$ cat config.mk
export PLATFORM = sky130hd
export DESIGN_NAME = led_pattern_gen
export DESIGN_NICKNAME = d
export VERILOG_FILES = /design/src/rtl/led_pattern_pkg.sv /design/src/rtl/led_prescaler.sv /design/src/rtl/led_pattern_gen.sv
export SDC_FILE = /design/constraint.sdc
export NUM_CORES = 1
export LEC_CHECK = 0
export ABC_AREA = 1
export BUFFER_PORTS_ARGS = -buffer_cell sky130_fd_sc_hd__buf_2
export CAP_MARGIN = 40
export CORE_MARGIN = 4
export CORE_UTILIZATION = 40
export DETAILED_ROUTE_END_ITERATION = 10
export PLACE_DENSITY_LB_ADDON = 0.2
export SLEW_MARGIN = 20
export SYNTH_ARGS = -nofsm -noshare
export SYNTH_HDL_FRONTEND = slang
export SYNTH_SLANG_ARGS = --single-unit
$ cat constraint.sdc
create_clock -name clock -period 2.37 [get_ports clock]
set_input_delay 0.3555 -clock clock [delete_from_list [all_inputs] [get_ports clock]]
set_output_delay 0.3555 -clock clock [all_outputs]
set_load 0.1 [all_outputs]
$ cat src/rtl/led_pattern_pkg.sv
// Shared constants for the LED pattern generator: ping-pong direction
// encodings, the initial one-hot pattern and the default tick periods.
package led_pattern_pkg;

  localparam logic [0:0] DIR_LEFT  = 1'b0;
  localparam logic [0:0] DIR_RIGHT = 1'b1;

  // Low bit set; the top level sizes this to its pattern width.
  localparam int unsigned PATTERN_INIT = 1;

  localparam int unsigned DEFAULT_LIMIT_R0 = 50000000;
  localparam int unsigned DEFAULT_LIMIT_R1 = 25000000;
  localparam int unsigned DEFAULT_LIMIT_R2 = 12500000;
  localparam int unsigned DEFAULT_LIMIT_R3 = 6250000;

  // A period of zero clocks is meaningless; treat it as one tick per clock.
  function automatic int unsigned clamp_limit(input int unsigned limit);
    return (limit == 0) ? 1 : limit;
  endfunction

endpackage

$ cat src/rtl/led_prescaler.sv
// Rate-selectable prescaler: counts enabled clocks and fires a one-cycle tick
// once the selected period has elapsed.
module led_prescaler
  import led_pattern_pkg::*;
#(
  parameter int          NB_SEL     = 2,
  parameter int          NB_COUNTER = 32,
  parameter int unsigned LIMIT_R0   = DEFAULT_LIMIT_R0,
  parameter int unsigned LIMIT_R1   = DEFAULT_LIMIT_R1,
  parameter int unsigned LIMIT_R2   = DEFAULT_LIMIT_R2,
  parameter int unsigned LIMIT_R3   = DEFAULT_LIMIT_R3
) (
  input  logic              clock,
  input  logic              i_reset,
  input  logic              i_enable,
  input  logic [NB_SEL-1:0] i_sel,
  output logic              o_advance,
  output logic              o_tick
);

  localparam logic [NB_COUNTER-1:0] LIM0 = NB_COUNTER'(clamp_limit(LIMIT_R0));
  localparam logic [NB_COUNTER-1:0] LIM1 = NB_COUNTER'(clamp_limit(LIMIT_R1));
  localparam logic [NB_COUNTER-1:0] LIM2 = NB_COUNTER'(clamp_limit(LIMIT_R2));
  localparam logic [NB_COUNTER-1:0] LIM3 = NB_COUNTER'(clamp_limit(LIMIT_R3));

  logic [NB_COUNTER-1:0] count_q;
  logic [NB_COUNTER-1:0] limit;
  logic [NB_COUNTER-1:0] limit_m1;

  always_comb begin
    limit = LIM0;
    if (i_sel == NB_SEL'(1)) limit = LIM1;
    if (i_sel == NB_SEL'(2)) limit = LIM2;
    if (i_sel == NB_SEL'(3)) limit = LIM3;
    limit_m1 = limit - NB_COUNTER'(1);
  end

  // >= rather than == so a switch to a shorter period mid-count fires at once.
  assign o_advance = i_enable && (count_q >= limit_m1);

  always_ff @(posedge clock) begin
    if (i_reset) begin
      count_q <= '0;
      o_tick  <= 1'b0;
    end else if (i_enable) begin
      if (o_advance) begin
        count_q <= '0;
        o_tick  <= 1'b1;
      end else begin
        count_q <= count_q + NB_COUNTER'(1);
        o_tick  <= 1'b0;
      end
    end else begin
      o_tick <= 1'b0;
    end
  end

endmodule

$ cat src/rtl/led_pattern_gen.sv
// LED animation source: flash, rotating one-hot and ping-pong one-hot
// patterns, all advancing together on the prescaler tick.
module led_pattern_gen
  import led_pattern_pkg::*;
#(
  parameter int          NB_LED     = 4,
  parameter int          NB_SEL     = 2,
  parameter int          NB_COUNTER = 32,
  parameter int unsigned LIMIT_R0   = DEFAULT_LIMIT_R0,
  parameter int unsigned LIMIT_R1   = DEFAULT_LIMIT_R1,
  parameter int unsigned LIMIT_R2   = DEFAULT_LIMIT_R2,
  parameter int unsigned LIMIT_R3   = DEFAULT_LIMIT_R3
) (
  input  logic              clock,
  input  logic              i_reset,
  input  logic              i_enable,
  input  logic [NB_SEL-1:0] i_sel,
  output logic [NB_LED-1:0] o_led_flash,
  output logic [NB_LED-1:0] o_led_shiftreg,
  output logic [NB_LED-1:0] o_led_shift_mode,
  output logic              o_tick
);

  localparam logic [NB_LED-1:0] INIT = NB_LED'(PATTERN_INIT);

  logic              advance;
  logic [NB_LED-1:0] flash_q;
  logic [NB_LED-1:0] shiftreg_q;
  logic [NB_LED-1:0] mode_q;
  logic [0:0]        dir_q;

  function automatic logic is_onehot(input logic [NB_LED-1:0] v);
    return (v != '0) && ((v & (v - NB_LED'(1))) == '0);
  endfunction

  led_prescaler #(
    .NB_SEL     (NB_SEL),
    .NB_COUNTER (NB_COUNTER),
    .LIMIT_R0   (LIMIT_R0),
    .LIMIT_R1   (LIMIT_R1),
    .LIMIT_R2   (LIMIT_R2),
    .LIMIT_R3   (LIMIT_R3)
  ) u_prescaler (
    .clock     (clock),
    .i_reset   (i_reset),
    .i_enable  (i_enable),
    .i_sel     (i_sel),
    .o_advance (advance),
    .o_tick    (o_tick)
  );

  always_ff @(posedge clock) begin
    if (i_reset) begin
      flash_q    <= '0;
      shiftreg_q <= INIT;
    end else if (advance) begin
      flash_q <= ~flash_q;
      // A corrupted rotate pattern would never recover by itself; reload it.
      if (!is_onehot(shiftreg_q))
        shiftreg_q <= INIT;
      else
        shiftreg_q <= {shiftreg_q[NB_LED-2:0], shiftreg_q[NB_LED-1]};
    end
  end

  // Ping-pong: bounce off either end without dwelling on the end LED.
  always_ff @(posedge clock) begin
    if (i_reset) begin
      mode_q <= INIT;
      dir_q  <= DIR_LEFT;
    end else if (advance) begin
      if (!is_onehot(mode_q)) begin
        mode_q <= INIT;
        dir_q  <= DIR_LEFT;
      end else if (dir_q == DIR_LEFT) begin
        if (mode_q[NB_LED-1]) begin
          dir_q  <= DIR_RIGHT;
          mode_q <= mode_q >> 1;
        end else begin
          mode_q <= mode_q << 1;
        end
      end else begin
        if (mode_q[0]) begin
          dir_q  <= DIR_LEFT;
          mode_q <= mode_q << 1;
        end else begin
          mode_q <= mode_q >> 1;
        end
      end
    end
  end

  assign o_led_flash      = flash_q;
  assign o_led_shiftreg   = shiftreg_q;
  assign o_led_shift_mode = mode_q;

endmodule
# After elaboration in Yosys (flattened, before gate mapping)
# Cells that the tools add are included.
# word_totals
reg_bits,46
output_inout_bits,13
elab_cells,40
# op_classes
addsub,4
order_cmp,1
eq_ne,3
muxes,14
bitwise_logic,4
reduce_logical,8
# ops
op,count
2-to-1 mux 26 bit,3
"adder 32 x 1 -> 32 bit, second input constant",1
>= comparator 32 bit,1
2-to-1 mux 32 bit,1
"subtractor 26 x 1 -> 27 bit, second input constant",1
2-to-1 mux 4 bit,5
bitwise AND 4 bit,2
zero test 4 bit,2
nonzero test 4 bit,2
"subtractor 4 x 1 -> 4 bit, second input constant",2
2-to-1 mux 1 bit,5
"equality test 2 bit, second input constant",2
NOT 4 bit,1
logical AND 1 bit,3
"equality test 2 x 1 -> 1 bit, second input constant",1
OR reduction 2 bit,1
NOT 1 bit,1

# Logic depth before layout (Yosys ltp)
# depth
word_depth,8
ltp_mapped,16
depth_no_buf,15

# By module
# From an unflattened synthesis, not the netlist that was laid out.
# unflattened
hier_cells,402
area_unflattened_um2,2806.4
# by_module_without_submodules
mod,instances,cells_per_inst,area_per_inst_um2,seq_area_each_um2
led_prescaler,1,304,2137.0,660.6
led_pattern_gen,1,98,669.4,260.2

# Worst setup path after synthesis
# OpenSTA, ideal clock, no wires.
# synth_path
path_kind,in2reg
startpoint,in i_sel[1]
endpoint,reg u_prescaler.count_q[5]
setup_time_ps,119
t_arrival_ps,1826
required_time_ps,2251
slack_ps,425
stages,15
path_cell_list,nor2_1 > inv_1 > ha_1 > nand2_1 > inv_1 > nand2_1 > nor2_1 > nand2_1 > nor2_1 > nand2_2 > nand2_4 > nand2_8 > nand2_8 > buf_6 > nor2_2
# synth_via
elab_chain_cells,8
# synth_lines
item,line,text
"start, declared",led_pattern_gen.sv:17,"input logic [NB_SEL-1:0] i_sel,"
equality test 2 x 1 -> 1 bit,led_prescaler.sv:32,if (i_sel == NB_SEL'(1)) limit = LIM1;
2-to-1 mux 26 bit,led_prescaler.sv:32,
2-to-1 mux 26 bit,led_prescaler.sv:33,if (i_sel == NB_SEL'(2)) limit = LIM2;
2-to-1 mux 26 bit *,led_prescaler.sv:34,if (i_sel == NB_SEL'(3)) limit = LIM3;
subtractor 26 x 1 -> 27 bit *,led_prescaler.sv:35,limit_m1 = limit - NB_COUNTER'(1);
>= comparator 32 bit *,led_prescaler.sv:39,assign o_advance = i_enable && (count_q >= limit_m1);
logical AND 1 bit *,led_prescaler.sv:39,
2-to-1 mux 32 bit *,led_prescaler.sv:46,if (o_advance) begin
"end signal, assigned",led_prescaler.sv:50,count_q <= count_q + NB_COUNTER'(1);
"end, declared",led_prescaler.sv:26,logic [NB_COUNTER-1:0] count_q;
# Every way passes the cells marked *; elsewhere a longest branch is shown, timed or not.
# A chain may end at the register's enable or synchronous reset.

# Worst setup path after layout
# layout_path
startpoint,in i_sel[0]
endpoint,reg u_prescaler.count_q[19]
# The elaborated chain is that of the path after synthesis.

==> impl_metrics.tcl <==
set metrics [dict create \
    status "finished clean" \
    grt_pass1_wl_microns 10400 \
    grt_max_degree 27 \
    ys_async_sr_fraction_pct 0 \
    die_w_microns 92.2 \
    crit_chain "buf_2 -> inv_1 -> nor2_1 -> inv_1 -> ha_1 -> nand2_1 -> inv_1 -> nand2_1 -> nor2_1 -> nand3_1 -> nor2_1 -> nor2_1 -> nand2_4 -> nand2_8 -> nand2_8 -> nor2_1" \
    synth_edf_count 0 \
    final_nets 451 \
    cts_sinks 46 \
    dpl.hpwl_microns 4460 \
    first_iter_violations 112 \
    antenna_found_initial 0 \
    fin_skew_ns 0.00651 \
    ant_nets 0 \
    regToRegSetupSlack_ns 0.51 \
    crit_family "simple AND/OR/NAND/NOR gates" \
    areaGrowthSynthToFinish_pct 10.9 \
    drive_above_1_share_pct 14.3 \
    grt_use_total_pct 14.7 \
    ys_types 34 \
    final_max_slew_viol_count 0 \
    dp_slack_ns 0.128 \
    syn_avg_cell_area_sq_um 6.95 \
    path_max_fanout 26 \
    rr_endpoint "u_prescaler.count_q[23]$_SDFFE_PP0P_" \
    io_buffers 17 \
    num_io_pins 18 \
    rsz0062_at_grt "no" \
    cts.repair.resized 0 \
    r2r_cells 9 \
    cp.arrival_ns 2.09 \
    hold_class "in -> reg" \
    viasPerCell 4.71 \
    finalSetupTns_ns 0 \
    grt_pass1_vias 2220 \
    rr_startpoint "u_prescaler.count_q[17]$_SDFFE_PP0P_" \
    root_buffer "clkbuf_8" \
    ir_worst_vdd_v 0.000352 \
    cts_tree "done" \
    diodes 0 \
    routed_wl_microns 5830 \
    cts_setup_buffers 0 \
    drt_drc_violations_left 0 \
    numCtsBuffers 5 \
    synthFlopType "dfxtp_1" \
    yosys_register_bits 46 \
    final_common_cell "nand2_1" \
    pwr_density_cell_nw_per_um2 498 \
    drt-wirelength-per-cell_microns 11.2 \
    cp_data_required_time_ns 2.55 \
    cts_buffer_depth 2 \
    min_to "u_prescaler.count_q[27]$_SDFFE_PP0P_" \
    critical-path-max-stage-delay_ns 0.27 \
    post-route-period-util_pct 80.5 \
    total_power_w 0.00157 \
    seq_area_frac_synth_pct 32.5 \
    worstSetupPathType "in -> reg" \
    cp-start-kind "input pin" \
    overflow 0 \
    setup_slack_ns 0.462 \
    start_util_pct 41.5 \
    first_pass_iters 4 \
    clk_latency_ns 0.30 \
    p_leak_nw 1.45 \
    fp-row-count 30 \
    yosys_warnings 0 \
    die_h_microns 92.2 \
    ctsHoldBuffers 0 \
    hold_viol 0 \
    fin_crit_ns 1.91 \
    synthCells 408 \
    cts_max_level 2 \
    fmax_ghz 0.524 \
    cp_num_buf_inv 4 \
    min_path_cells 2 \
    gp_congestion 0.833 \
    synth_nets 433 \
    syn_area_sq_um 2840 \
    setup_viol 0 \
    cap_viol_max_count 0 \
    core_area_sq_um 6830 \
    via_count 2462 \
    holdCritStartpoint "i_reset" \
    dieArea_sq_um 8500 \
    slowest_stage "ha_1" \
    most-common-layout-cells "nand2_1, inv_1, nor2_1, dfxtp_1, nand3_1" \
    clk_pin_slew_ns 0.09 \
    worstSetupEndpointType "flop" \
    cp_common_cell "nor2_1" \
]
-- worst register-to-register path, cell delays in order (launching register included) --
cell	delay, ns
dfxtp_1	0.43
ha_1	0.28
a21o_1	0.18
a21oi_1	0.11
nor2_1	0.06
nor2_1	0.18
nand2_4	0.10
nand2_8	0.14
nand2_8	0.19
nor2_2	0.14
-- state kept, by name, summed over array words and instances (netlist names) --
name,cells
u_prescaler.count_q,32
u_prescaler.o_tick,1
o_led_shiftreg,4
dir_q,1
o_led_flash,4
o_led_shift_mode,4
-- routing by layer --
| metal | vias up | track usage [%] | wire length, microns |
|---|---|---|---|
| met5 | - | 0 | 0 |
| met4 | 0 | 3.96 | 70 |
| met2 | 48 | 21.8 | 2360 |
| met1 | 1073 | 21.6 | 3160 |
| met3 | 9 | 2.63 | 244 |
| li1 | 1332 | - | - |
-- through the flow --
| stage | instance area [sq um] | utilization (%) | hold slack (ns) | std cells |
|---|---|---|---|---|
| 2_1_floorplan | 2840 | - | 0.419 | 408 |
| 3_3_place_gp | 3000 | 44.0 | 0.426 | 515 |
| 3_5_place_dp | 3000 | 44.0 | 0.431 | 515 |
| 4_1_cts | 3150 | 46.0 | 0.294 | 523 |
| 5_1_grt | 3150 | 46.0 | 0.312 | 523 |
| 6_report | 3150 | 46.0 | 0.305 | 523 |
-- cells by family after synthesis --
logic type / synth area share (%)
compound gates: 4.50
buf+inv: 10.4
simple gates: 39.5
fa+ha+maj: 8.82
other cells: 0.265
flops: 32.5
mux: 0.353
xor+xnor: 3.71
-- where the power goes --
group / internal [W] / total (W) / leakage (nW) / switching, W
Combinational: 0.0000239 / 0.0000781 / 1.00 / 0.0000542
Sequential: 0.000776 / 0.000779 / 0.371 / 0.00000355
Clock: 0.000450 / 0.000708 / 0.0714 / 0.000259
-- worst max path at each step --
stage / endpoint / cells after the start / startpoint
2_1_floorplan: u_prescaler.count_q[5]$_SDFFE_PP0P_ / 15 / i_sel[1]
3_3_place_gp: u_prescaler.count_q[17]$_SDFFE_PP0P_ / 16 / i_sel[1]
3_5_place_dp: u_prescaler.count_q[16]$_SDFFE_PP0P_ / 16 / i_sel[0]
4_1_cts: u_prescaler.count_q[19]$_SDFFE_PP0P_ / 16 / i_sel[0]
5_1_grt: u_prescaler.count_q[19]$_SDFFE_PP0P_ / 16 / i_sel[0]
6_report: u_prescaler.count_q[19]$_SDFFE_PP0P_ / 16 / i_sel[0]
-- Yosys cell counts, types with 2 or more instances --
library cell  instances  area (sq um)
nor2_2               22           138
o22ai_1               3          18.8
xor2_1                8          70.1
xnor2_1               4          35.0
inv_1                57           214
buf_4                 2          15.0
nand2_8               2          40.0
nand2_1              96           360
nor2_1               48           180
nor3_1                6          30.0
o21ai_0              10          50.1
nor2_4                3          33.8
clkbuf_1              5          18.8
conb_1                2          7.51
ha_1                 20           250
buf_6                 2          22.5
nand4_1              21           131
nand3_1              30           150
a21oi_1               7          35.0
dfxtp_1              46           921
-- cell type report --
| type | count | area (sq um) |
|---|---|---|
| Multi-Input combinational cell | 293 | 1620 |
| Timing Repair Buffer | 22 | 123 |
| Clock buffer | 6 | 82.6 |
| Inverter | 58 | 218 |
| Tap cell | 96 | 120 |
| Sequential cell | 46 | 921 |
| Fill cell | 709 | 3690 |
| Clock inverter | 2 | 60.1 |
(Power assumes the default switching activity.)
